`src/rtl/wb_regfile.sv`:
```
// Write-back mux, 2^ADDR_W-entry register file (x0 hardwired to 0) and commit counter; writes land on posedge Clk.
// Optional WB_REGFILE_BYPASS_EN makes both read ports write-through for a same-cycle pending commit.
module wb_regfile #(
  parameter int DATA_W = 32,
  parameter int ADDR_W = 5
) (
  input  logic              Clk,
  input  logic              Reset,
  input  logic [1:0]        WB_DBDataSrc,
  input  logic              WB_RegWre,
  input  logic [DATA_W-1:0] WB_PCadd4,
  input  logic [DATA_W-1:0] WB_DataFromMemory,
  input  logic [DATA_W-1:0] WB_DataFromALU,
  input  logic [ADDR_W-1:0] WB_WriteReg,
  input  logic [ADDR_W-1:0] ID_ReadReg1,
  input  logic [ADDR_W-1:0] ID_ReadReg2,
  output logic [DATA_W-1:0] ID_ReadData1,
  output logic [DATA_W-1:0] ID_ReadData2,
  output logic [DATA_W-1:0] WB_WriteData,
  output logic [31:0]       WB_RetireCount
);

  localparam int NREG = 1 << ADDR_W;

  logic [DATA_W-1:0] regs_q [NREG];
  logic [31:0]       retire_q, retire_d;
  logic              commit;

  always_comb begin
    WB_WriteData = WB_DataFromALU;
    case (WB_DBDataSrc)
      2'd1:    WB_WriteData = WB_DataFromMemory;
      2'd2:    WB_WriteData = WB_PCadd4;
      default: WB_WriteData = WB_DataFromALU;
    endcase
  end

  // Reset priority is applied in the register process, so commit excludes it here.
  assign commit = WB_RegWre && (WB_WriteReg != '0);

  always_comb begin
    retire_d = retire_q;
    if (commit) retire_d = retire_q + 32'd1;
  end

  always_ff @(posedge Clk) begin
    if (Reset) begin
      for (int i = 0; i < NREG; i++) regs_q[i] <= '0;
      retire_q <= '0;
    end else begin
      if (commit) regs_q[WB_WriteReg] <= WB_WriteData;
      retire_q <= retire_d;
    end
  end

  always_comb begin
    ID_ReadData1 = (ID_ReadReg1 == '0) ? '0 : regs_q[ID_ReadReg1];
    ID_ReadData2 = (ID_ReadReg2 == '0) ? '0 : regs_q[ID_ReadReg2];
`ifdef WB_REGFILE_BYPASS_EN
    if (commit && (WB_WriteReg == ID_ReadReg1)) ID_ReadData1 = WB_WriteData;
    if (commit && (WB_WriteReg == ID_ReadReg2)) ID_ReadData2 = WB_WriteData;
`else
`endif
  end

  assign WB_RetireCount = retire_q;

endmodule

```
`config.mk`:
```
export PLATFORM = sky130hd
export DESIGN_NAME = wb_regfile
export DESIGN_NICKNAME = d
export VERILOG_FILES = /design/src/rtl/wb_regfile.sv
export SDC_FILE = /design/constraint.sdc
export NUM_CORES = 2
export LEC_CHECK = 0
export CAP_MARGIN = 40
export CELL_PAD_IN_SITES_DETAIL_PLACEMENT = 0
export CELL_PAD_IN_SITES_GLOBAL_PLACEMENT = 1
export CORE_MARGIN = 2
export CORE_UTILIZATION = 35
export CTS_CLUSTER_SIZE = 20
export DETAILED_ROUTE_END_ITERATION = 8
export PLACE_DENSITY = 0.68
export SYNTH_ARGS = -nofsm -noshare
export SYNTH_HDL_FRONTEND = slang
export SYNTH_SLANG_ARGS = --single-unit
```
`constraint.sdc`:
```
create_clock -name Clk -period 3.3 [get_ports Clk]
set_input_delay 0.66 -clock Clk [delete_from_list [all_inputs] [get_ports Clk]]
set_output_delay 0.66 -clock Clk [all_outputs]
set_load 0.01 [all_outputs]
```
=== After elaboration in Yosys (flattened, before gate mapping) ===
Memories as Yosys holds them, arrays and structs flattened.
Cells that the tools add are included.

* Bits in writable memories: 1,024
* Input port bits: 116
* Memories kept: 1
* Logic and storage cells: 21
* Register bits: 32
* Output and inout bits: 128

* Equality and inequality tests: 2
* Muxes and demuxes: 11
* Reduce and logical (&&, ||, !) cells: 5
* Add/subtract/negate cells: 1

{| class="wikitable"
|+ Memory list
! memory !! words !! bits a word !! rd ports !! clocked after Yosys merged registers in !! wr ports !! RTL line !! RTL
|-
| regs_q || 32 || 32 || 2 || 0 || 32 || 25 || <nowiki>logic [DATA_W-1:0] regs_q [NREG];</nowiki>
|}

{| class="wikitable"
|+ Operators by type and width
! kind !! count
|-
| 32-bit two-way mux || 3
|-
| 32-bit case mux with 2 select lines || 1
|-
| 32-bit by 1-bit adder with 32-bit output (second input constant) || 1
|-
| 32-bit OR reduction || 1
|-
| 5-bit zero test || 2
|-
| 1-bit two-way mux || 6
|-
| 5-bit two-way mux || 1
|-
| 5-bit nonzero test || 1
|-
| 2-bit by 1-bit equality test with 1-bit output (second input constant) || 1
|-
| 2-bit equality test (second input constant) || 1
|-
| 1-bit logical AND || 1
|}

=== Depth between registers and ports, before layout ===
* Depth in word-level cells: 7
* Mapped depth: 8
* Mapped depth without buffers: 6

=== Least setup slack after synthesis ===
No wires, ideal clock.

* Kind: input -> output
* Start point: in ID_ReadReg2[0]
* End point: out ID_ReadData2[3]
* Path buffers: 4
* Stages on the path: 7
* Arrival: 2.246 ns
* Setup slack: 0.394 ns
* Required time: 2.640 ns
* Path through: clkbuf_1 > inv_1 > buf_2 > clkbuf_1 > clkbuf_1 > o2111ai_1 > a311oi_1

* Word-level cells in the longest chain between the ends: 2
* Elaborated cells between the ends (all ways): 3
* Classes of those cells: mux (1); reduce/logical (1); memory (1)

{| class="wikitable"
|+ Ends and longest elaborated chain
! item !! RTL line !! RTL
|-
| from (decl) || 16 || <nowiki>input logic [ADDR_W-1:0] ID_ReadReg2,</nowiki>
|-
| memory 32 x 32 bit / 5-bit zero test (equally long branches) || n/a ||
|-
| 32-bit two-way mux (*) || 58 || <nowiki>ID_ReadData2 = (ID_ReadReg2 == '0) ? '0 : regs_q[ID_ReadReg2];</nowiki>
|-
| to (decl) || 18 || <nowiki>output logic [DATA_W-1:0] ID_ReadData2,</nowiki>
|}

Every way passes the cells marked *; elsewhere a longest branch is shown, timed or not.

=== Final worst setup path ===
* Start point: in ID_ReadReg2[0]
* End point: out ID_ReadData2[11]

The elaborated chain is that of the path after synthesis.

==> results.tsv <==
stage	metric	value	unit
run_status	status	complete, but fails checks	
sta	drv_slew	0	
logic_synthesis	synth-xor-area-share	0.0805	%
die	row_count	144	
logic_synthesis	ys_warn_count	0	
logic_synthesis	synth_compound_area_share	5.69	%
run_status	violations	setup timing	
cells_and_area	fin_util	45.5	%
logic_synthesis	synth_top_family_by_area	multiplexers	
clock_tree	clockRootBuffer	clkbuf_16	
sta	tightest_slew	0.702	ns
clock_tree	cts_sinks	1056	
global_routing	track_usage	25.3	%
sta	rsz0062_at_grt	yes	
logic_synthesis	synth_mux_area_share	22.5	%
clock_tree	cts_buffer_depth	3	
clock_tree	tritoncts	built	
global_routing	grt_max_degree	109	
routing	dr.pass1.iters	6	
setup_path	rrSetupSlack	1.11	ns
cells_and_area	drive_above_1_share	35.6	%
logic_synthesis	synthCells	3995	
routing	wl	202000	µm
power_and_ir_drop	powerDensity	497	mW/mm²
sta	maxSlewHeadroom	53.2	%
cells_and_area	final_nets	4743	
cells_and_area	syn2layout_area_growth	29.0	%
logic_synthesis	syn_area	0.0544	mm²
setup_path	worstPathMaxFanout	8	
run	drv_cap	0	
routing	ant_nets	0	
power_and_ir_drop	ir_worst_vdd	446	µV
routing	vias	40120	
setup_path	r2r-end	WB_RetireCount[27]$_SDFFE_PP0P_	
sta	finalHoldViolations	0	
die	start_util	35.3	%
logic_synthesis	async_reset_ff_share	0	%
place	gp_congestion	0.920	
sta	setup_viol	3	
clock_tree	cts_inserted_buffers	112	
setup_path	r2r-start	WB_RetireCount[10]$_SDFFE_PP0P_	
hold_path	hp-class	input pin to flop	
logic_synthesis	ys_ff_latch	1056	
logic_synthesis	synth-edff-count	1024	
sta	fmax	0.301	GHz
setup_path	path_class	input pin to primary output	
die	die_w	398	µm
routing	vias_per_cell	5.93	
hold_path	hold_start	Reset	
setup_path	cp.required	2.64	ns
place	port_buffers	243	
global_routing	gr-total-overflow	0	
logic_synthesis	ys_seq_area_share	57.7	%
logic_synthesis	synth-adder-area-share	0.0690	%
logic_synthesis	synthSimpleGateAreaFrac	10.4	%
global_routing	antenna_found_initial	8	
global_routing	grt_pass1_vias	39830	
place	place_hpwl	135000	µm
logic_synthesis	synth.avg_cell_area	13.6	µm²
setup_path	arrival	2.66	ns
clock_tree	clkTransAtPathRegs	0.07	ns
setup_path	r2r_cells	4	
power_and_ir_drop	p_leak	24.6	nW
logic_synthesis	yosysUniqueCellTypes	46	
setup_path	crit_path_start_kind	input pin	
routing	drt_iter0_drc	4985	
clock_tree	insertion_delay	0.72	ns
sta	setup_slack	-0.0246	ns
logic_synthesis	synth_ff_type	edfxtp_1	
setup_path	worstSetupEndpointType	primary output	
routing	wire_per_inst	29.9	µm
clock_tree	cts_max_level	3	
clock_tree	cts_hold_buf	0	
die	io_pins	244	
sta	fin_crit_sh	101	%
die	design.core.area	0.154	mm²
cells_and_area	design_area	0.0702	mm²
sta	finClkSkew	0.0133	ns
hold_path	hold_depth	3	
hold_path	holdPathEnd	WB_RetireCount[7]$_SDFFE_PP0P_	
place	post_dp_cell_area	0.0641	mm²
routing	drc	0	
die	die_y	398	µm
die	dieArea	0.159	mm²
sta	fin_crit	3.32	ns
global_routing	grt_pass1_wl	288000	µm
-- synthesized netlist by cell type (all sizes together), types with 45 or more instances --
master   instances  area, µm²
a211oi          64        480
a21oi           45        225
a22oi           96        721
a311oi          64        561
buf            109        536
clkbuf         321       1200
edfxtp        1024      30700
mux2            77        867
mux2i          129       1290
mux4           448      10100
nand2          126        473
nor2          1054       3960
nor2b           85        532
o2111ai         51        453
o21ai           83        415
-- per-layer routing --
metal  share of wire, %  up-vias  GRT usage (%)
met2                 46     2521           38.8
met3                 11      341           5.29
met4                3.8        4           8.94
met1                 39    20717           35.5
li1                   -    16537              -
met5              0.013        -              0
-- per-stage QoR --
stage               hold WS (ns)  instances  setup TNS, ns  total power [mW]  worst slack, ns
global route               0.480       6761         -0.296              35.8          -0.0812
global placement           0.478       6468         -37.41              21.4           -0.689
floorplan                  0.504       4026              0              18.6            0.394
finish                     0.460       6763        -0.0374              34.9          -0.0246
CTS                        0.497       6747         -0.244              34.9          -0.0854
detailed placement         0.485       6472         -37.71              21.5           -0.736
-- final cells by class --
class                      instances  area [µm²]
tap                             2044        2560
clock buffer                     140        2980
fill                           13739       84100
inverter                          42         160
clock inverter                    67         803
timing repair buffer             914        9400
antenna                            2        5.00
multi-input combinational       2498       22900
sequential                      1056       31400
-- layout by cell type, fill, tap and decap left out, types with 27 or more instances in the layout --
cell,count
a22oi_2,29
a311oi_1,29
a211oi_2,28
clkdlybuf4s50_1,142
nand2_1,125
buf_4,484
edfxtp_1,1024
clkbuf_16,114
a211oi_1,29
dlygate4sd2_1,27
o2111ai_1,42
nor2b_1,77
buf_2,36
conb_1,32
buf_6,43
mux2i_1,129
a22oi_1,67
nand2b_2,31
mux4_2,448
buf_12,122
o21ai_1,31
o21ai_2,28
nor2_1,1046
inv_1,39
dfxtp_1,32
mux2_2,59
-- critical path, stage by stage --
cell and delay (ns):
buf_16 0.14, buf_8 0.13, buf_12 0.13, buf_4 0.12, buf_12 0.09, mux4_2 0.47
nor2b_2 0.17, a211oi_2 0.15, buf_4 0.17, a311oi_1 0.06, buf_4 0.20, buf_4 0.15
-- sequential cells by signal (all words and copies together), names as in the netlist --
name,flops
regs_q,1024
WB_RetireCount,32
-- how the worst max path moves through the flow --
stage / start / endpoint / cells after the start
2_1_floorplan: ID_ReadReg2[0] / ID_ReadData2[3] / 7
3_3_place_gp: ID_ReadReg1[2] / ID_ReadData1[31] / 9
3_5_place_dp: ID_ReadReg2[1] / ID_ReadData2[23] / 8
4_1_cts: WB_DBDataSrc[1] / WB_WriteData[21] / 10
5_1_grt: WB_DBDataSrc[1] / WB_WriteData[8] / 8
6_report: ID_ReadReg2[0] / ID_ReadData2[11] / 12
-- repair_timing --
action / in CTS / in global routing
cloned: 9 / 0
gates resized for setup: 529 / 106
setup buffers: 70 / 15
setup endpoints to repair: 92 / 55
pin swaps: 50 / 29
hold endpoints to repair: 0 / 0
-- cell families (layout without fill, tap and decap cells) --
family,count (synthesis),in the layout
compound gates,432,432
xor+xnor,5,5
fa+ha+maj,3,3
buf+inv,472,1163
flops,1056,1056
mux,654,654
other cells,1,34
simple gates,1372,1372
-- power breakdown --
part           leakage, nW  switching (mW)  internal, mW  total, mW
Clock                 1.82            5.53          7.72       13.2
Sequential            10.0           0.374          15.4       15.8
Combinational         12.7            3.19          2.64       5.83
No activity file was read; power rests on OpenSTA's default activity.
